`config.mk`:
```
export PLATFORM = sky130hd
export DESIGN_NAME = player_input_ctrl
export DESIGN_NICKNAME = d
export VERILOG_FILES = /design/src/rtl/player_input_ctrl_pkg.sv /design/src/rtl/player_input_ctrl_debounce.sv /design/src/rtl/player_input_ctrl.sv
export SDC_FILE = /design/constraint.sdc
export NUM_CORES = 1
export LEC_CHECK = 0
export CORE_ASPECT_RATIO = 1.75
export CORE_MARGIN = 2
export CORE_UTILIZATION = 40
export CTS_CLUSTER_SIZE = 40
export DETAILED_ROUTE_END_ITERATION = 6
export HOLD_SLACK_MARGIN = 0.1
export SLEW_MARGIN = 20
export SYNTH_ARGS = -nofsm -noshare
export SYNTH_HDL_FRONTEND = slang
export SYNTH_HIERARCHICAL = 1
export SYNTH_SLANG_ARGS = --single-unit
```
`constraint.sdc`:
```
create_clock -name clk -period 2.64 [get_ports clk]
set_input_delay 0.528 -clock clk [delete_from_list [all_inputs] [get_ports clk]]
set_output_delay 0.528 -clock clk [all_outputs]
set_load 0.1 [all_outputs]
```
`src/rtl/player_input_ctrl_pkg.sv`:
```
// Shared player-input constants: button bit positions, default button count and a clog2 helper.
package player_input_ctrl_pkg;

    // Bit position of each button inside one player's slice
    localparam int unsigned BTN_LEFT  = 0;
    localparam int unsigned BTN_RIGHT = 1;
    localparam int unsigned BTN_JUMP  = 2;
    localparam int unsigned BTN_ATK   = 3;
    localparam int unsigned BTN_BLOCK = 4;

    localparam int unsigned DEFAULT_NUM_BUTTONS = 5;

    // Bits needed to index 'value' distinct items; clog2(1) = 0
    function automatic int unsigned clog2(input int unsigned value);
        int unsigned v;
        int unsigned r;
        v = (value > 0) ? value - 1 : 0;
        r = 0;
        for (int unsigned i = 0; i < 32; i++) begin
            if ((v >> i) != 0) begin
                r = i + 1;
            end
        end
        return r;
    endfunction

endpackage

```
`src/rtl/player_input_ctrl_debounce.sv`:
```
// One button: polarity fix, two-flop synchroniser and a stable-count debouncer.
module input_debounce
    import player_input_ctrl_pkg::*;
#(
    parameter int unsigned DEBOUNCE_CYCLES = 250000,
    parameter bit          ACTIVE_LOW      = 1'b1
) (
    input  logic clk,
    input  logic reset,
    input  logic pin_i,
    output logic stable_o
);

    localparam int unsigned CNT_W = (clog2(DEBOUNCE_CYCLES + 1) < 1) ? 1
                                                                    : clog2(DEBOUNCE_CYCLES + 1);
    localparam logic [CNT_W-1:0] CNT_MAX = CNT_W'(DEBOUNCE_CYCLES);

    logic             level_c;
    logic             meta_q;
    logic             sync_q;
    logic             stable_q;
    logic             stable_d;
    logic [CNT_W-1:0] cnt_q;
    logic [CNT_W-1:0] cnt_d;

    assign level_c  = pin_i ^ ACTIVE_LOW;
    assign stable_o = stable_q;

    // Accept a change only after the synchronised level has differed for DEBOUNCE_CYCLES cycles
    always_comb begin
        stable_d = stable_q;
        cnt_d    = '0;
        if (DEBOUNCE_CYCLES == 0) begin
            stable_d = sync_q;
        end else if (sync_q != stable_q) begin
            if (cnt_q == CNT_MAX) begin
                stable_d = ~stable_q;
            end else begin
                cnt_d = cnt_q + CNT_W'(1);
            end
        end
    end

    // Synchroniser, counter and stable state; reset means "released" and drops any partial count
    always_ff @(posedge clk or posedge reset) begin
        if (reset) begin
            meta_q   <= 1'b0;
            sync_q   <= 1'b0;
            stable_q <= 1'b0;
            cnt_q    <= '0;
        end else begin
            meta_q   <= level_c;
            sync_q   <= meta_q;
            stable_q <= stable_d;
            cnt_q    <= cnt_d;
        end
    end

endmodule

```
`src/rtl/player_input_ctrl.sv`:
```
// Player input front end: per-button debounce, frame latching, edge detection and input history.
module player_input_ctrl
    import player_input_ctrl_pkg::*;
#(
    parameter int unsigned NUM_PLAYERS     = 2,
    parameter int unsigned NUM_BUTTONS     = DEFAULT_NUM_BUTTONS,
    parameter int unsigned DEBOUNCE_CYCLES = 250000,
    parameter int unsigned HIST_DEPTH      = 8,
    parameter bit          ACTIVE_LOW      = 1'b1,
    localparam int unsigned NB     = NUM_PLAYERS * NUM_BUTTONS,
    localparam int unsigned PSEL_W = (clog2(NUM_PLAYERS) < 1) ? 1 : clog2(NUM_PLAYERS),
    localparam int unsigned IDX_W  = clog2(HIST_DEPTH)
) (
    input  logic                   clk,
    input  logic                   reset,
    input  logic [NB-1:0]          btn_raw,
    input  logic                   frame_tick,
    input  logic [PSEL_W-1:0]      hist_player,
    input  logic [IDX_W-1:0]       hist_index,
    output logic [NB-1:0]          btn_frame,
    output logic [NB-1:0]          btn_pressed,
    output logic [NB-1:0]          btn_released,
    output logic                   frame_valid,
    output logic [NUM_BUTTONS-1:0] hist_data
);

    localparam int unsigned CNT_HW = clog2(HIST_DEPTH + 1);

    logic [NB-1:0]          stable;
    logic [NB-1:0]          btn_frame_q;
    logic [NB-1:0]          btn_frame_d;
    logic [NB-1:0]          btn_pressed_q;
    logic [NB-1:0]          btn_pressed_d;
    logic [NB-1:0]          btn_released_q;
    logic [NB-1:0]          btn_released_d;
    logic                   frame_valid_q;
    logic                   frame_valid_d;
    logic [IDX_W-1:0]       wptr_q;
    logic [IDX_W-1:0]       wptr_d;
    logic [CNT_HW-1:0]      hist_count_q;
    logic [CNT_HW-1:0]      hist_count_d;
    logic [NB-1:0]          hist_mem_q [HIST_DEPTH];
    logic [IDX_W-1:0]       rd_addr;
    logic [NB-1:0]          rd_row;
    logic [NUM_BUTTONS-1:0] hist_data_q;
    logic [NUM_BUTTONS-1:0] hist_data_d;

    // One synchroniser/debouncer per button pin
    for (genvar g = 0; g < NB; g++) begin : g_btn
        input_debounce #(
            .DEBOUNCE_CYCLES(DEBOUNCE_CYCLES),
            .ACTIVE_LOW     (ACTIVE_LOW)
        ) u_debounce (
            .clk     (clk),
            .reset   (reset),
            .pin_i   (btn_raw[g]),
            .stable_o(stable[g])
        );
    end

    // Frame latch, edge detect and history pointers; everything holds between ticks
    always_comb begin
        btn_frame_d    = btn_frame_q;
        btn_pressed_d  = btn_pressed_q;
        btn_released_d = btn_released_q;
        frame_valid_d  = frame_tick;
        wptr_d         = wptr_q;
        hist_count_d   = hist_count_q;
        if (frame_tick) begin
            btn_frame_d    = stable;
            btn_pressed_d  = stable & ~btn_frame_q;
            btn_released_d = ~stable & btn_frame_q;
            wptr_d         = wptr_q + IDX_W'(1);
            if (hist_count_q != CNT_HW'(HIST_DEPTH)) begin
                hist_count_d = hist_count_q + CNT_HW'(1);
            end
        end
    end

    // History read: newest entry sits just behind wptr; unwritten ages and absent players read 0
    always_comb begin
        rd_addr     = wptr_q - IDX_W'(1) - hist_index;
        rd_row      = hist_mem_q[rd_addr];
        hist_data_d = '0;
        if (CNT_HW'(hist_index) < hist_count_q) begin
            for (int unsigned p = 0; p < NUM_PLAYERS; p++) begin
                if (hist_player == PSEL_W'(p)) begin
                    hist_data_d = rd_row[p*NUM_BUTTONS +: NUM_BUTTONS];
                end
            end
        end
    end

    // Output and pointer registers
    always_ff @(posedge clk or posedge reset) begin
        if (reset) begin
            btn_frame_q    <= '0;
            btn_pressed_q  <= '0;
            btn_released_q <= '0;
            frame_valid_q  <= 1'b0;
            wptr_q         <= '0;
            hist_count_q   <= '0;
            hist_data_q    <= '0;
        end else begin
            btn_frame_q    <= btn_frame_d;
            btn_pressed_q  <= btn_pressed_d;
            btn_released_q <= btn_released_d;
            frame_valid_q  <= frame_valid_d;
            wptr_q         <= wptr_d;
            hist_count_q   <= hist_count_d;
            hist_data_q    <= hist_data_d;
        end
    end

    // History storage; stale rows after reset are hidden by the hist_count guard
    always_ff @(posedge clk) begin
        if (frame_tick) begin
            hist_mem_q[wptr_q] <= stable;
        end
    end

    assign btn_frame    = btn_frame_q;
    assign btn_pressed  = btn_pressed_q;
    assign btn_released = btn_released_q;
    assign frame_valid  = frame_valid_q;
    assign hist_data    = hist_data_q;

endmodule

```
After elaboration in Yosys (flattened, before gate mapping) --
Memory sizes are Yosys's and may differ from the RTL's. Cells that the tools add are included.
Operators by class: add/subtract/negate cells 14, $lt $le $gt $ge 1, eq/ne operators 21, mux-type cells 24, bitwise operators 24, reduce and logical (&&, ||, !) cells 11
Operator list (count):
- 18-bit 2-to-1 mux | 20
- 18-bit by 1-bit adder with 18-bit output, second input constant | 10
- 18-bit equality test, second input constant | 10
- 2-bit AND reduction | 11
- 10-bit AND | 2
- 1-bit NOT | 20
- 10-bit NOT | 2
- 5-bit 2-to-1 mux | 2
- 1-bit != test | 10
- 4-bit by 1-bit adder with 4-bit output, second input constant | 1
- 3-bit by 4-bit less-than comparator with 1-bit output | 1
- 4-bit != test, second input constant | 1
- 3-bit by 1-bit adder with 3-bit output, second input constant | 1
- 3-bit by 1-bit subtractor with 3-bit output, second input constant | 1
- 3-bit subtractor | 1
- 1-bit 2-to-1 mux | 2
Word-level totals: register bits 253, memory bits (writable) 80, input bits 17, output and inout bits 36, word-level logic and storage cells 143, memories kept 1
Memory list:
- hist_mem_q | words 8, bits a word 10, read ports 1, clocked after memory_dff 0, wr ports 1, RTL line player_input_ctrl.sv:42 | logic [NB-1:0] hist_mem_q [HIST_DEPTH];

Logic depth before layout (Yosys ltp) --
Gate-level depths: netlist (run 1). An unclocked memory read counts as a cell.
depth in word-level cells 5, gate-level depth with buffers 7

Modules after synthesis --
Netlist (run 1), hierarchy kept.
By module, submodules not included:
- input_debounce | instances 10, cells each 103, area each 1042.2 µm², seq. area each 525.5 µm²
- player_input_ctrl | instances 1, cells each 288, area each 4864.7 µm², seq. area each 3478.3 µm²

Worst setup path before layout (run 1) --
Ideal clock, no wire load.
path type input port to flip-flop, start point input hist_index[0], end point register hist_data_q[0] (netlist: hist_data[0]), arrival 2117 ps, path slack 382 ps, stages 7, path through inv_1 > ha_1 > fa_1 > clkbuf_1 > mux4_2 > mux2i_1 > o22ai_1
On the way: cells in the longest elaborated chain, start to end 4, elaborated cells between the ends (all ways) 5, those cells by class add/sub (1); order compare (1); mux (2); memory (1)
Ends and longest elaborated chain:
- start, declared | RTL line player_input_ctrl.sv:19 | input logic [IDX_W-1:0] hist_index,
- 3-bit subtractor | RTL line player_input_ctrl.sv:82 | rd_addr = wptr_q - IDX_W'(1) - hist_index;
- memory read 8 x 10 bit
- 5-bit 2-to-1 mux | RTL line player_input_ctrl.sv:87 | if (hist_player == PSEL_W'(p)) begin
- 5-bit 2-to-1 mux * | RTL line player_input_ctrl.sv:85 | if (CNT_HW'(hist_index) < hist_count_q) begin
- via hist_data_d[0] | RTL line player_input_ctrl.sv:46 | logic [NUM_BUTTONS-1:0] hist_data_d;
- end signal, assigned | RTL line player_input_ctrl.sv:111 | hist_data_q <= hist_data_d;
- end, declared | RTL line player_input_ctrl.sv:45 | logic [NUM_BUTTONS-1:0] hist_data_q;
Mark *: on every way through the listed nets, which the timed path passes. The rest lies on a longest branch. A chain may end at the register's enable or synchronous reset.

Final worst setup path (run 1) --
start point register g_btn[3].u_debounce.cnt_q[10], end point register g_btn[3].u_debounce.cnt_q[16]
On the way: cells in the longest elaborated chain, start to end 3, elaborated cells between the ends (all ways) 4, those cells by class add/sub (1); eq/ne (1); mux (2)
Ends and longest elaborated chain:
- start, declared | RTL line player_input_ctrl_debounce.sv:23 | logic [CNT_W-1:0] cnt_q;
- start signal, assigned | RTL line player_input_ctrl_debounce.sv:55 | cnt_q <= cnt_d;
- 18-bit by 1-bit adder with 18-bit output / 18-bit equality test (equally long branches) | RTL line player_input_ctrl_debounce.sv:39, player_input_ctrl_debounce.sv:36
- 18-bit 2-to-1 mux * | RTL line player_input_ctrl_debounce.sv:36 | if (cnt_q == CNT_MAX) begin
- 18-bit 2-to-1 mux * | RTL line player_input_ctrl_debounce.sv:35 | end else if (sync_q != stable_q) begin
- via g_btn[3].u_debounce.cnt_d[16] | RTL line player_input_ctrl_debounce.sv:24 | logic [CNT_W-1:0] cnt_d;
Marks and branches as above.

==> results of run 1 <==
[cells by family (layout without fill, tap and decap cells)]
group | after synthesis | count (layout) | share of synthesized area
xor+xnor | 166 | 166 | 0.0963
buf+inv | 140 | 268 | 0.0396
mux | 51 | 51 | 0.0515
compound gates | 61 | 61 | 0.0381
simple gates | 540 | 540 | 0.181
fa+ha+maj | 27 | 27 | 0.0226
flops | 333 | 333 | 0.571
[stage by stage]
step / TNS (ps) / total power [W] / area, um2
after floorplan: 0 / 0.00753 / 15300
after global placement: -551 / 0.00822 / 16500
after detailed placement: -688 / 0.00828 / 16500
after CTS: 0 / 0.0128 / 17600
after global routing: 0 / 0.0132 / 17600
final: 0 / 0.0126 / 17600
[flip-flops by register name (all words and copies together) (netlist names), 3 cells and up]
name / cells
btn_released: 10
hist_count_q: 4
btn_frame: 10
g_btn.u_debounce/meta_q: 10
g_btn.u_debounce/cnt_q: 180
btn_pressed: 10
hist_data: 5
g_btn.u_debounce/stable_o: 10
g_btn.u_debounce/sync_q: 10
wptr_q: 3
hist_mem_q: 80
[critical path, stage by stage, from the launching register on]
cell	delay (ps)
dfrtp_1	440
or4_1	530
or3_4	360
o41ai_4	520
buf_4	280
nor2_1	70
[routing by layer]
layer  GRT usage  part of all wire
met1       0.181              0.38
met2       0.307              0.56
met3      0.0208             0.030
met4      0.0538             0.027
met5           0                 0
[cell usage in the layout (no fill, tap or decap), types with 11 or more instances in the layout]
cell               n
a21oi_1           11
buf_4             81
clkbuf_16         31
clkdlybuf4s50_1   15
dfrtp_1          253
edfxtp_1          80
ha_1              26
inv_1            108
mux2_2            21
mux4_2            20
nand2_1           44
nand3_1           61
nand4_1           61
nor2_1           206
nor3_1            32
nor4_1            60
o21ai_0           13
o22ai_1           15
or4_1             20
xnor2_1          133
xor2_1            32
[final cells by class]
cell class / count / share of cell area
timing repair buffer: 101 / 0.0480
clock buffer: 35 / 0.0456
inverter: 109 / 0.0233
clock inverter: 23 / 0.0125
tap: 480 / 0.0342
sequential: 333 / 0.497
multi-input combinational: 845 / 0.339
[how the worst min path moves through the flow]
stage | startpoint | endpoint | cells past startpoint
after detailed placement | g_btn[9].u_debounce/meta_q$_DFF_PP0_ | g_btn[9].u_debounce/sync_q$_DFF_PP0_ | 0
after global placement | g_btn[7].u_debounce/meta_q$_DFF_PP0_ | g_btn[7].u_debounce/sync_q$_DFF_PP0_ | 0
after CTS | frame_tick | frame_valid$_DFF_PP0_ | 1
after floorplan | g_btn[0].u_debounce/meta_q$_DFF_PP0_ | g_btn[0].u_debounce/sync_q$_DFF_PP0_ | 0
after global routing | frame_tick | frame_valid$_DFF_PP0_ | 1
final | frame_tick | frame_valid$_DFF_PP0_ | 1
[where the power goes]
| group | switching (W) | internal, W | leakage (nW) |
|---|---|---|---|
| Sequential | 0.000221 | 0.00562 | 4.15 |
| Clock | 0.00200 | 0.00250 | 0.496 |
| Combinational | 0.00124 | 0.00104 | 2.36 |
[cells in the mapped netlist, types with 15 or more instances]
library cell    n
or4_1          20
o22ai_1        15
xnor2_1       133
mux4_2         20
dfrtp_1       253
clkbuf_1       15
nand2_1        44
edfxtp_1       80
nand3_1        61
inv_1         109
nor3_1         32
ha_1           26
nor4_1         60
mux2_2         21
xor2_1         32
nor2_1        206
nand4_1        61
==> summary.md, run 1 <==
| Metric | Value |
|---|---|
| Status | finished, final reports clean |
| Vias per inst | between 5 and 6 |
| Ports | 53 |
| Hold buffers post-CTS | 0 |
| Cts repair resizes | 0 |
| PortBufs | 52 |
| Congestion Overflow GR | 0 |
| Clock transition at path regs | ~70 ps |
| Synthesized flop and latch total | 333 |
| Post-synth cell types | 35 |
| CTS H-tree lvls | 1 |
| Crit path launch | g_btn[3].u_debounce/cnt_q[10]$_DFF_PP0_ |
| Vias in the first global route | 10.5k |
| Drt pass-1 iters | 6 |
| Syn Nets | between 1k and 1.5k |
| Core area | 0.0376 mm2 |
| Pwr dens | between 700 and 800 mW/mm2 |
| TritonCTS clock tree | built |
| Synth area leader | dfrtp_1 |
| Reg-to-Reg Start | g_btn[3].u_debounce/cnt_q[10]$_DFF_PP0_ |
| Fmax | 433 MHz |
| Worst Setup Start Kind | flip-flop |
| RSZ-0062 raised after global routing | no |
| CTS sink cnt | 333 |
| LEAKAGE | 7.01 nW |
| Synth Instances | 1318 |
| Nets | 1465 |
| Placed cells | 1868 |
| Critical path fanouts, max | 13 |
| CP Capture Type | flip-flop |
| Register area share after synthesis | 0.571 |
| Syn_area_per_cell | 11.6 um2 |
| Number of buffers created by CTS | 31 |
| Root buffer cell | clkbuf_16 |
| R2r endpoint | g_btn[3].u_debounce/cnt_q[16]$_DFF_PP0_ |
| Footprint of the multi-input gates | 0.00595 mm2 |
| Clk buf depth | 3 |
| Fin cells | 1926 |
| ANT cells | 0 |
| Die area | 0.0399 mm2 |
| Asr flop ratio synth | 0.760 |
| Largest net degree at the start of global routing | 53 |
| Slew HR | 0.628 |
| Final design utilization | 0.466 |
| Final GP Congestion | 0.838 |
| WL final | 30700 um |
| Max VDD drop | ~0.55 mV |
| Die W | 152 um |
| Kind of critical path | reg -> reg |
| Max-slew violations | 0 |
| Worst Path Arrival | 2770 ps |
| Area share of the largest cell type after synthesis | 0.414 |
| First-pass GRT wire length | ~52000 um |
| Clock Latency Late Sink | roughly 580 ps |
| Clk_skew | 15.4 ps |
| FF-to-FF setup slack | 330 ps |
| Max cap viols | 0 |
| HPWL Detailed | ~22000 um |
| Drt drc | 0 |
| Hold Crit Class | in -> reg |
| Core Rows | 94 |
| Post-synth EDFFs | 80 |
| Area delta synth->final | 14.8% |
| Starting Density | 0.406 |
| Measured slew at the worst slew-check pin | 558 ps |
| Fillers | roughly 3.4k |
| Ratio of final minimum period to clock period | 0.874 |
| Final WS setup | 332 ps |
| Final Setup Violations | 0 |
| Hold_ws | 146 ps |
| Pre-CTS setup slack | -171 ps |
| Synth warn | 6 |
| GRT Util Overall | 0.161 |
| DR vias | 9851 |
| FF+latch area | 0.00873 mm2 |
| Remaining antenna violation count | 0 |
| Post-CTS setup buffers | 0 |
| 1st-iter DRT viols | ~500 |
| Crit path capture | g_btn[3].u_debounce/cnt_q[16]$_DFF_PP0_ |
| Critical Path RT | 3110 ps |
| Synth area leaders | dfrtp_1 (41%), edfxtp_1 (16%), xnor2_1 (7.6%) |
| Wire per inst | 15.9 um |
| Die span in y | ~260 um |
| Share of cells above drive strength 1 | 0.151 |
| Initial antenna violation count | 0 |
| Synthesized area | roughly 0.015 mm2 |
| Worst reg2reg path depth | 5 |
| Final Critical Period | 2310 ps |
| Final hold violation count | 0 |
| Ys flop type | dfrtp_1 |
Note: power is estimated with default switching activity, not from simulation.
==> run 2: changes to the inputs <==
TNS_END_PERCENT = 50   (was default)
==> results of run 2 <==
No change in the layout: final DEF, timing and power equal those of run 1.
==> run 3: changes to the inputs <==
CTS_CLUSTER_DIAMETER = 60   (was default)
==> summary.md, run 3 (same netlist as run 1, synthesis figures left out) <==
| Metric | Value |
|---|---|
| Max VDD drop | 0.548 mV (-0.22%) |
| HPWL Detailed | 21800 um (unchanged) |
| Hold Crit Class | in -> reg |
| Vias in the first global route | 10.3k (-2.0%) |
| Fmax | 434 MHz (about the same) |
| Commonest non-fill, non-tap cell in the layout | dfrtp_1 |
| Cts repair resizes | 0 (unchanged) |
| Crit path launch | g_btn[3].u_debounce/cnt_q[10]$_DFF_PP0_ |
| Final hold violation count | 0 (unchanged) |
| Final Critical Period | 2310 ps (-2.23 ps) |
| Final Setup Violations | 0 (unchanged) |
| Area delta synth->final | 12.7% |
| Core area | 0.0376 mm2 (unchanged) |
| Clock Latency Late Sink | 550 ps (-30 ps) |
| Final GP Congestion | 0.838 (unchanged) |
| TritonCTS clock tree | built |
| Critical Path RT | 3070 ps (-40 ps) |
| Clock transition at path regs | 110 ps (+40 ps) |
| Root buffer cell | clkbuf_16 |
| Hold buffers post-CTS | 0 (unchanged) |
| Die span in y | 263 um (unchanged) |
| Reg with most FFs | g_btn.u_debounce/cnt_q |
| Initial antenna violation count | 0 (unchanged) |
| Largest net degree at the start of global routing | 53 (unchanged) |
| Drt pass-1 iters | 6 (unchanged) |
| FF-to-FF setup slack | 330 ps (about the same) |
| Die area | 0.0399 mm2 (unchanged) |
| Worst reg2reg path depth | 5 (unchanged) |
| Kind of critical path | reg -> reg |
| RSZ-0062 raised after global routing | no |
| Max cap viols | 0 (unchanged) |
| Status | finished, final reports clean |
| CP Capture Type | flip-flop |
| Reg-to-Reg Start | g_btn[3].u_debounce/cnt_q[10]$_DFF_PP0_ |
| Hold EP | frame_valid$_DFF_PP0_ |
| LEAKAGE | 6.84 nW (-2.5%) |
| Max-slew violations | 0 (unchanged) |
| CTS sink cnt | 333 (unchanged) |
| Post-CTS setup buffers | 0 (unchanged) |
| CTS H-tree lvls | 1 (unchanged) |
| GRT Util Overall | 0.159 (-0.00253) |
| First-pass GRT wire length | 51200 um (-1.7%) |
| ANT cells | 0 (unchanged) |
| Number of buffers created by CTS | 18 (-42%) |
| Starting Density | 0.406 (unchanged) |
| Top Registers | g_btn.u_debounce/cnt_q x180, hist_mem_q x80 |
| Measured slew at the worst slew-check pin | 560 ps (+2.26 ps) |
| PortBufs | 52 (unchanged) |
| Slew HR | 0.627 (-0.00150) |
| Min-delay src | frame_tick |
| Ratio of final minimum period to clock period | 0.874 (about the same) |
| Nets | 1452 (-0.89%) |
| Max FFs per register | 180 (unchanged) |
| Met2 Wirelength | 16900 um (-1.4%) |
| Critical path fanouts, max | 13 (unchanged) |
| Congestion Overflow GR | 0 (unchanged) |
| Met3 WL post-DR | 865 um (-7.1%) |
| Most frequent cells in the layout | dfrtp_1 (253), nor2_1 (206), xnor2_1 (133) |
| Share of cells above drive strength 1 | 0.141 (-0.0106) |
| Placed cells | 1868 (unchanged) |
| Final design utilization | 0.458 (-0.00871) |
| Vias per inst | 5.15 (+0.68%) |
| WL final | 30300 um (-1.3%) |
| Highest metal used | met4 |
| Wire per inst | 15.9 um (about the same) |
| Hold Path Depth | 1 (unchanged) |
| Ports | 53 (unchanged) |
| Worst Setup Start Kind | flip-flop |
| Clk_skew | 31.4 ps (+16.0 ps) |
| Drt drc | 0 (unchanged) |
| Die W | 152 um (unchanged) |
| Worst Path Arrival | 2740 ps (-30 ps) |
| Clk buf depth | 3 (unchanged) |
| Core Rows | 94 (unchanged) |
| DR vias | 9784 (-0.68%) |
| Pwr dens | 671 mW/mm2 (-6.7%) |
| WL met1 | 11800 um (+0.84%) |
| Fin cells | 1900 (-1.3%) |
| R2r endpoint | g_btn[3].u_debounce/cnt_q[16]$_DFF_PP0_ |
| 1st-iter DRT viols | 535 (+6.4%) |
| Remaining antenna violation count | 0 (unchanged) |
[run 3: changes by cell type in the layout (fill, tap and decap cells not counted), sizes merged]
cell | previous run | this run
bufinv | 3 | 0
clkbuf | 35 | 19
clkinv | 11 | 5
clkinvlp | 3 | 2
[run 3: area by class of cell]
| cell class | instances | area, um2 |
|---|---|---|
| clock buffers | 19 | 475 |
| clock inverters | 13 | 218 |
| fillers | 3427 | 20400 |
| inverters | 109 | 409 |
| multi-input cells | 845 | 5950 |
| flip-flops and latches | 333 | 8730 |
| well taps | 480 | 601 |
| repair buffers | 101 | 843 |
[run 3: critical path, cell delays in order (launching register included)]
cell and delay [ps]:
dfrtp_1 450, or4_1 530, or3_4 360, o41ai_4 520, buf_4 280, nor2_1 70
[run 3: stage by stage]
step / TNS (ps) / hold WS, ps / area (um2) / setup WS, ps / total power (W)
global placement: -551 / 332 / 16500 / -117 / 0.00822
detailed placement: -688 / 336 / 16500 / -171 / 0.00828
global route: 0 / 157 / 17200 / 201 / 0.0121
finish: 0 / 172 / 17200 / 334 / 0.0116
CTS: 0 / 147 / 17200 / 325 / 0.0118
floorplan: 0 / 331 / 15300 / 382 / 0.00753
[run 3: how the worst max path moves through the flow]
stage                                                         end  depth (start not counted)  slack, ps
after floorplan                            hist_data[0]$_DFF_PP0_                          7        380
after CTS                  g_btn[3].u_debounce/cnt_q[8]$_DFF_PP0_                          5        330
after detailed placement                   hist_data[4]$_DFF_PP0_                          9       -170
final                     g_btn[3].u_debounce/cnt_q[16]$_DFF_PP0_                          5        330
after global routing       g_btn[3].u_debounce/cnt_q[2]$_DFF_PP0_                          5        200
after global placement                     hist_data[2]$_DFF_PP0_                          9       -120
[run 3: routing by layer]
metal	track usage	up-vias
met4	0.0475	0
li1	-	4777
met3	0.0189	43
met1	0.180	4846
met5	0	-
met2	0.303	118
[run 3: power breakdown]
group          internal, W  leakage, nW  switching, W
clock              0.00149        0.322       0.00195
sequential         0.00561         4.15      0.000221
combinational      0.00104         2.36       0.00124
